## src/rtl/decompressor_feed_ctrl.sv

```systemverilog
// decompressor_feed_ctrl
//   Sequencer between a valid/ready compressed-word source and the decompressor.
//   Each group is one control word followed by up to CW_BITS items. Each item
//   goes to the decompressor with one flag bit, taken MSB first from the control
//   word. Items are issued one at a time and paced by dec_busy. A zero item word
//   ends the stream. A zero control word is not a terminator; it means a group of
//   literals.
//
// Ports
//   clock, reset          system clock, asynchronous active-low reset
//   start                 one-cycle pulse, only honoured in IDLE
//   in_word/in_valid      source word and its valid
//   in_ready              source pop strobe (handshake = in_valid && in_ready)
//   dec_data_in           item word to the decompressor (held outside ISSUE)
//   dec_control_word_in   item flag: 1 = copy, 0 = literal (held outside ISSUE)
//   dec_data_in_valid     one-cycle issue strobe, never asserted while dec_busy
//   dec_busy              decompressor busy
//   items_issued          items issued in the current stream
//   done                  one-cycle end-of-stream pulse
//   error                 sticky item-limit overflow flag, cleared by start
//
// Configuration
//   FEED_STATS_EN  adds the literal_cnt / copy_cnt outputs. Together they always
//                  sum to items_issued.
module decompressor_feed_ctrl #(
   parameter int CW_BITS   = 8,
   parameter int MAX_ITEMS = 4096,
   localparam int CNT_W    = $clog2(MAX_ITEMS) + 1
) (
   input  logic             clock,
   input  logic             reset,
   input  logic             start,
   input  logic [15:0]      in_word,
   input  logic             in_valid,
   output logic             in_ready,
   output logic [15:0]      dec_data_in,
   output logic             dec_control_word_in,
   output logic             dec_data_in_valid,
   input  logic             dec_busy,
   output logic [CNT_W-1:0] items_issued,
   output logic             done,
   output logic             error
`ifdef FEED_STATS_EN
   ,
   output logic [CNT_W-1:0] literal_cnt,
   output logic [CNT_W-1:0] copy_cnt
`endif
);

   localparam int BIT_W = $clog2(CW_BITS + 1);

   typedef enum logic [2:0] {
      ST_IDLE       = 3'd0,
      ST_FETCH_CW   = 3'd1,
      ST_FETCH_ITEM = 3'd2,
      ST_ISSUE      = 3'd3,
      ST_SETTLE     = 3'd4,
      ST_WAIT       = 3'd5,
      ST_DONE       = 3'd6
   } state_t;

   state_t             state_r;
   state_t             next_state_s;
   logic [CW_BITS-1:0] cw_shift_r;
   logic [BIT_W-1:0]   bit_cnt_r;
   logic [CNT_W-1:0]   items_r;
   logic               err_r;
   logic [15:0]        data_r;
   logic               flag_r;
   logic               in_ready_s;
   logic               issue_s;
   logic               at_limit_s;
`ifdef FEED_STATS_EN
   logic [CNT_W-1:0]   lit_r;
   logic [CNT_W-1:0]   copy_r;
`endif

   assign at_limit_s = (items_r == CNT_W'(MAX_ITEMS));

   // State register
   always_ff @(posedge clock or negedge reset) begin
      if (!reset) begin
         state_r <= ST_IDLE;
      end else begin
         state_r <= next_state_s;
      end
   end

   // Next-state decode, source pop strobe and issue strobe
   always_comb begin
      next_state_s = state_r;
      in_ready_s   = 1'b0;
      issue_s      = 1'b0;
      case (state_r)
         ST_IDLE: begin
            if (start) begin
               next_state_s = ST_FETCH_CW;
            end else begin
               next_state_s = ST_IDLE;
            end
         end
         ST_FETCH_CW: begin
            in_ready_s = 1'b1;
            if (in_valid) begin
               next_state_s = ST_FETCH_ITEM;
            end else begin
               next_state_s = ST_FETCH_CW;
            end
         end
         ST_FETCH_ITEM: begin
            in_ready_s = 1'b1;
            if (in_valid) begin
               // A terminator and an over-limit item both end the stream.
               if (in_word == 16'h0000) begin
                  next_state_s = ST_DONE;
               end else if (at_limit_s) begin
                  next_state_s = ST_DONE;
               end else begin
                  next_state_s = ST_ISSUE;
               end
            end else begin
               next_state_s = ST_FETCH_ITEM;
            end
         end
         ST_ISSUE: begin
            if (!dec_busy) begin
               issue_s      = 1'b1;
               next_state_s = ST_SETTLE;
            end else begin
               next_state_s = ST_ISSUE;
            end
         end
         // The decompressor raises busy one cycle after it accepts an item,
         // so busy is not looked at here.
         ST_SETTLE: begin
            next_state_s = ST_WAIT;
         end
         ST_WAIT: begin
            if (!dec_busy) begin
               if (bit_cnt_r == BIT_W'(CW_BITS)) begin
                  next_state_s = ST_FETCH_CW;
               end else begin
                  next_state_s = ST_FETCH_ITEM;
               end
            end else begin
               next_state_s = ST_WAIT;
            end
         end
         ST_DONE: begin
            next_state_s = ST_IDLE;
         end
         default: begin
            next_state_s = ST_IDLE;
         end
      endcase
   end

   // Datapath: control-word shifter, item latch, counters and error flag
   always_ff @(posedge clock or negedge reset) begin
      if (!reset) begin
         cw_shift_r <= '0;
         bit_cnt_r  <= '0;
         items_r    <= '0;
         err_r      <= 1'b0;
         data_r     <= 16'h0000;
         flag_r     <= 1'b0;
`ifdef FEED_STATS_EN
         lit_r      <= '0;
         copy_r     <= '0;
`endif
      end else begin
         case (state_r)
            ST_IDLE: begin
               if (start) begin
                  items_r <= '0;
                  err_r   <= 1'b0;
`ifdef FEED_STATS_EN
                  lit_r   <= '0;
                  copy_r  <= '0;
`endif
               end
            end
            ST_FETCH_CW: begin
               if (in_valid) begin
                  cw_shift_r <= in_word[CW_BITS-1:0];
                  bit_cnt_r  <= '0;
               end
            end
            ST_FETCH_ITEM: begin
               if (in_valid && (in_word != 16'h0000)) begin
                  if (at_limit_s) begin
                     err_r <= 1'b1;
                  end else begin
                     data_r <= in_word;
                     flag_r <= cw_shift_r[CW_BITS-1];
                  end
               end
            end
            ST_ISSUE: begin
               if (issue_s) begin
                  items_r    <= items_r + CNT_W'(1);
                  cw_shift_r <= {cw_shift_r[CW_BITS-2:0], 1'b0};
                  bit_cnt_r  <= bit_cnt_r + BIT_W'(1);
`ifdef FEED_STATS_EN
                  if (flag_r) begin
                     copy_r <= copy_r + CNT_W'(1);
                  end else begin
                     lit_r  <= lit_r + CNT_W'(1);
                  end
`endif
               end
            end
            default: begin
            end
         endcase
      end
   end

   assign in_ready            = in_ready_s;
   assign dec_data_in         = data_r;
   assign dec_control_word_in = flag_r;
   assign dec_data_in_valid   = issue_s;
   assign items_issued        = items_r;
   assign done                = (state_r == ST_DONE);
   assign error               = err_r;
`ifdef FEED_STATS_EN
   assign literal_cnt         = lit_r;
   assign copy_cnt            = copy_r;
`endif

endmodule

```

## config.mk

```make
export PLATFORM = sky130hd
export DESIGN_NAME = decompressor_feed_ctrl
export DESIGN_NICKNAME = d
export VERILOG_FILES = /design/src/rtl/decompressor_feed_ctrl.sv
export SDC_FILE = /design/constraint.sdc
export NUM_CORES = 1
export LEC_CHECK = 0
export BUFFER_PORTS_ARGS = -buffer_cell sky130_fd_sc_hd__buf_2
export CORE_MARGIN = 4
export CORE_UTILIZATION = 53
export CTS_CLUSTER_SIZE = 12
export DETAILED_ROUTE_END_ITERATION = 8
export PLACE_DENSITY = 0.9
export SYNTH_ARGS = -nofsm -noshare
export SYNTH_HDL_FRONTEND = slang
export SYNTH_SLANG_ARGS = --single-unit
```

## constraint.sdc

```tcl
create_clock -name clock -period 2 [get_ports clock]
set_input_delay 0.4 -clock clock [delete_from_list [all_inputs] [get_ports clock]]
set_output_delay 0.4 -clock clock [all_outputs]
set_load 0.005 [all_outputs]
```

==> flow_summary.json, run 1 <==
{
  "status": "finished clean",
  "synth_nets": 231,
  "critical_path.endpoint_type": "register",
  "dieArea_um2": 5390,
  "syn_inst": 206,
  "place_congestion": 0.784,
  "synth_top_cells_by_area": "dfrtp_1, mux2_2, mux2i_1, nand2_1, nor2_1",
  "reg2reg_to": "items_issued[12]",
  "grt_use_met1_pct": 25.0,
  "layout_min_cycle_time_ps": 1890,
  "synth_area_um2": 2270,
  "p_leak_uw": 0.00143,
  "worstPathMaxFanout": 12,
  "num_antenna_cells": 0,
  "dp.cells": 320,
  "cts.path.max_buffers": 2,
  "synth-edff-count": 0,
  "antenna_found_initial": 0,
  "root_buffer": "clkbuf_8",
  "fmax_ghz": 0.530,
  "globalRouteMet2Util_pct": 33.5,
  "worst_clock_skew_ps": 3.53,
  "cts_buffers": 5,
  "rr_worst_depth": 4,
  "netlist_top_cells_count": "dfrtp_1, nand2_1, mux2_2",
  "die_x_um": 73.4,
  "synth_top_area_cell": "dfrtp_1",
  "grt-busiest-layer": "met2",
  "yosys_most_used_dff": "dfrtp_1",
  "drv_slew": 0,
  "hold_class": "in2async",
  "hold_buffers": 0,
  "vdd_drop_max_v": 0.000696,
  "ys_warn_count": 0,
  "cts_resized": 0,
  "drc": 0,
  "grt_pass1_vias": 1753,
  "yosysSeqAreaShare_pct": 50.8,
  "relSlewSlack_pct": 58.1,
  "routed-via-count": 1804,
  "drv_cap": 0,
  "wl_per_cell_um": 15.4,
  "async_reset_ff_share_pct": 100,
  "num-nets-final": 302,
  "fill_cells": 314,
  "reg2reg_slack_ps": 110,
  "grt_use_total_pct": 19.6,
  "placement_rows": 23,
  "setup_viol_count_final": 0,
  "hold_violations": 0,
  "htreeDepth": 2,
  "area_growth_pct": 24.7,
  "design.core.area_um2": 4060,
  "use_met3_pct": 4.92,
  "cts_tree": "yes",
  "vias_per_cell": 5.50,
  "cp.required_ps": 2190,
  "synth_seq_cells": 46,
  "dr.pass1.iters": 4,
  "multi_input_comb_area_um2": 1030,
  "clock_sinks": 46,
  "final_cells": 328,
  "register_area_um2": 1150,
  "clk_latency_ps": 300,
  "fin_crit_sh_pct": 94.4,
  "start_util_pct": 55.8,
  "yosys.cell_count.top_type": "dfrtp_1",
  "worst_setup_path_start_kind": "register",
  "critPathArrivalTime_ps": 2080,
  "grt_max_degree": 26,
  "postRouteAntennaNets": 0,
  "overflow": 0,
  "synth.avg_cell_area_um2": 11.0,
  "die_y_um": 73.4,
  "clk_pin_slew_ps": 80,
  "tns_ps": 0,
  "post_cts_buffers": 0,
  "drive_above_1_share_pct": 39.2,
  "critPathKind": "reg2reg",
  "routed_wirelength_mm": 5.04,
  "hpwlAfterDp_mm": 3.76,
  "io_buffers": 54,
  "grt_pass1_wl_mm": 8.09,
  "tightest_slew_ps": 628,
  "synth_top_area_share_pct": 50.8,
  "rsz0062_at_grt": "no",
  "r2r-start": "state_r[0]",
  "synth.distinct_cells": 45,
  "drtIter0Drc": 128,
  "power.density_nw_per_um2": 1210,
  "top_level_ports": 55
}
==> worst max path at each step <==
| stage | startpoint | endpoint | slack [ps] | depth (start not counted) |
|---|---|---|---|---|
| after global placement | in_word[9] | dec_data_in[11] | 100 | 7 |
| after floorplan | items_issued[0] | dec_data_in[10] | 140 | 8 |
| after detailed placement | in_word[9] | dec_data_in[11] | 50 | 7 |
| after CTS | state_r[0] | items_issued[12] | 120 | 4 |
| final | state_r[0] | items_issued[12] | 110 | 4 |
| after global routing | state_r[0] | items_issued[12] | 2 | 4 |
==> critical path, cell delays in order (launching register included) <==
cell and delay [ps]:
dfrtp_1 470, or4b_4 660, a21oi_2 310, a31oi_1 120
a41o_1 210
==> sequential cells by signal (all words and copies together), names as in the netlist <==
| signal | flops |
|---|---|
| bit_cnt_r | 4 |
| cw_shift_r | 8 |
| dec_control_word_in | 1 |
| dec_data_in | 16 |
| error | 1 |
| items_issued | 13 |
| state_r | 3 |
==> cell families after synthesis <==
family          count (synthesis)  synth area share [%]
buf+inv                        18                  3.87
flops                          46                  50.8
mux                            27                  12.9
simple gates                   70                  17.1
compound gates                 33                  10.0
xor+xnor                        8                  3.09
fa+ha+maj                       4                  2.21
==> cell type report <==
class	instances	area share [%]
Sequential cell	46	40.7
Multi-Input combinational cell	142	36.6
Timing Repair Buffer	73	15.5
Clock buffer	7	2.70
Tap cell	50	2.21
Inverter	9	1.20
Clock inverter	1	1.06
==> report_power, final <==
group	internal [uW]	switching [uW]	leakage [uW]	total [uW]
clock	374	310	0.0000524	684
combinational	678	629	0.000792	1310
sequential	1240	183	0.000591	1420
total	2290	1120	0.00143	3420
==> through the flow <==
step	hold slack, ps	worst slack [ps]	area [um^2]	util, %	power (uW)
global route	93.8	2.29	2830	69.6	3650
CTS	74.1	116	2830	69.6	3440
global placement	398	101	2720	67.0	2700
detailed placement	399	52.5	2720	67.0	2760
floorplan	104	141	2270	-	2230
finish	64.3	113	2830	69.6	3420
==> layer usage <==
metal  share of wire [%]  routed length [um]
met4                0.97                  49
met2                  50                2500
met5                   0                   0
met1                  42                2140
met3                 7.0                 353
==> placed cells by master, fill, tap and decap left out, types with 4 or more instances in the layout <==
cell	synthesis	layout
a21oi_1	6	6
buf_2	4	54
buf_4	2	17
clkbuf_8	0	5
dfrtp_1	46	46
ha_1	4	4
inv_1	8	8
mux2_2	18	18
mux2i_1	9	9
nand2_1	20	20
nand4_1	4	4
nor2_1	15	15
nor4_1	5	5
o21ai_0	10	10
xnor2_1	5	5
Note: power is estimated with default switching activity, not from simulation.
==> inputs of run 2 (changes only) <==
--- a/config.mk
+++ b/config.mk
@@ -10,7 +10,7 @@
 export CORE_UTILIZATION = 53
 export CTS_CLUSTER_SIZE = 12
 export DETAILED_ROUTE_END_ITERATION = 8
-export PLACE_DENSITY = 0.9
+export PLACE_DENSITY = 0.79
 export SYNTH_ARGS = -nofsm -noshare
 export SYNTH_HDL_FRONTEND = slang
 export SYNTH_SLANG_ARGS = --single-unit
==> constraint.sdc (replaced) <==
create_clock -name clock -period 2 [get_ports clock]
set_input_delay 0.3 -clock clock [delete_from_list [all_inputs] [get_ports clock]]
set_output_delay 0.3 -clock clock [all_outputs]
set_load 0.005 [all_outputs]
==> flow_summary.json, run 2 (synthesis results as in run 1) <==
{
  "status": "finished clean",
  "grt_use_total_pct": 19.9,
  "design.core.area_um2": 4060,
  "clock_sinks": 46,
  "wl_per_cell_um": 15.0,
  "power_uw": 3320,
  "io_buffers": 54,
  "hpwlAfterDp_mm": 3.66,
  "vdd_drop_max_v": 0.000539,
  "drtIter0Drc": 86,
  "start_util_pct": 55.8,
  "dp.cells": 319,
  "relSlewSlack_pct": 59.2,
  "final_cell_mix": "buf_2, dfrtp_1, nand2_1",
  "multi_input_comb_area_um2": 1030,
  "drive_above_1_share_pct": 39.7,
  "drc": 0,
  "antenna_found_initial": 0,
  "htreeDepth": 2,
  "rsz0062_at_grt": "no",
  "cp.required_ps": 2190,
  "drv_slew": 0,
  "worstPathMaxFanout": 6,
  "critPathKind": "reg2reg",
  "cts_resized": 0,
  "cts_tree": "yes",
  "cts.path.max_buffers": 2,
  "hold_violations": 0,
  "tightest_slew_ps": 612,
  "register_area_um2": 1150,
  "worst_clock_skew_ps": 10.8,
  "clk_pin_slew_ps": 100,
  "die_x_um": 73.4,
  "num_antenna_cells": 0,
  "critPathArrivalTime_ps": 2030,
  "cts_buffers": 5,
  "dieArea_um2": 5390,
  "largest_reg_flops": 16,
  "area_growth_pct": 22.7,
  "layout_min_cycle_time_ps": 1840,
  "placement_rows": 23,
  "die_y_um": 73.4,
  "tns_ps": 0,
  "power.density_nw_per_um2": 1190,
  "top_level_ports": 55,
  "post_cts_buffers": 0,
  "overflow": 0,
  "place_congestion": 0.833,
  "routed-via-count": 1794,
  "p_leak_uw": 0.00141,
  "vias_per_cell": 5.49,
  "num-nets-final": 301,
  "dr.pass1.iters": 4,
  "clk_latency_ps": 310,
  "fin_crit_sh_pct": 91.8,
  "layout_commonest_cell": "buf_2",
  "hold_class": "in2async",
  "setup_viol_count_final": 0,
  "reg2reg_slack_ps": 160,
  "grt_max_degree": 47,
  "grt_pass1_vias": 1753,
  "root_buffer": "clkbuf_8",
  "critical_path.endpoint_type": "register",
  "routed_wirelength_mm": 4.90,
  "fmax_ghz": 0.545,
  "hold_buffers": 0,
  "final_cells": 327,
  "postRouteAntennaNets": 0,
  "grt_pass1_wl_mm": 8.26,
  "worst_setup_path_start_kind": "register",
  "drv_cap": 0,
  "fill_cells": 306
}
## run 2: changes by cell type in the layout (fill, tap and decap cells not counted), sizes merged
cell      change
bufinv        -1
inv           +1
clkinvlp      +1
clkbuf        -2
buf           -1
clkinv        +1
## run 2: cell type report
type	count	share of cell area, %
clock buffers	5	2.48
clock inverters	3	0.900
inverters	9	1.22
multi-input cells	142	37.2
flip-flops and latches	46	41.4
well taps	50	2.25
repair buffers	72	14.6
## run 2: report_power, final
part | switching [uW] | internal, uW
Combinational | 632 | 672
Sequential | 175 | 1240
Clock | 344 | 253
## run 2: critical path, cell delays in order (launching register included)
cell,delay (ps)
dfrtp_1,380
inv_1,60
ha_1,140
nor4b_1,220
and3_1,250
nand2b_1,170
buf_4,170
mux2_2,340
## run 2: stage by stage
stage | worst slack, ps | cell area, um^2 | utilization (%) | hold WS [ps]
6_report | 164 | 2780 | 68.5 | 62.3
5_1_grt | 43.4 | 2780 | 68.5 | 97.1
4_1_cts | 159 | 2780 | 68.5 | 83.2
3_5_place_dp | 69.8 | 2690 | 66.2 | 421
3_3_place_gp | 109 | 2690 | 66.2 | 421
2_1_floorplan | 141 | 2270 | - | 4.41
## run 2: layer usage
metal,vias to the layer above,part of all wire (%),GRT usage [%]
met5,-,0,0
met4,0,1.1,5.43
met2,45,47,31.9
met3,6,6.7,4.92
met1,866,46,27.0
li1,877,-,-
## run 2: final timing paths
kind	startpoint	to	cells after the start
setup reg to reg	items_issued[0]	dec_data_in[13]	7
min in group clock	in_word[10]	dec_data_in[10]	2
max in group asynchronous	reset	dec_data_in[14]	2
hold reg to reg	cw_shift_r[6]	cw_shift_r[6]	2
hold / removal	reset	cw_shift_r[4]	2
setup / recovery	items_issued[0]	dec_data_in[13]	7
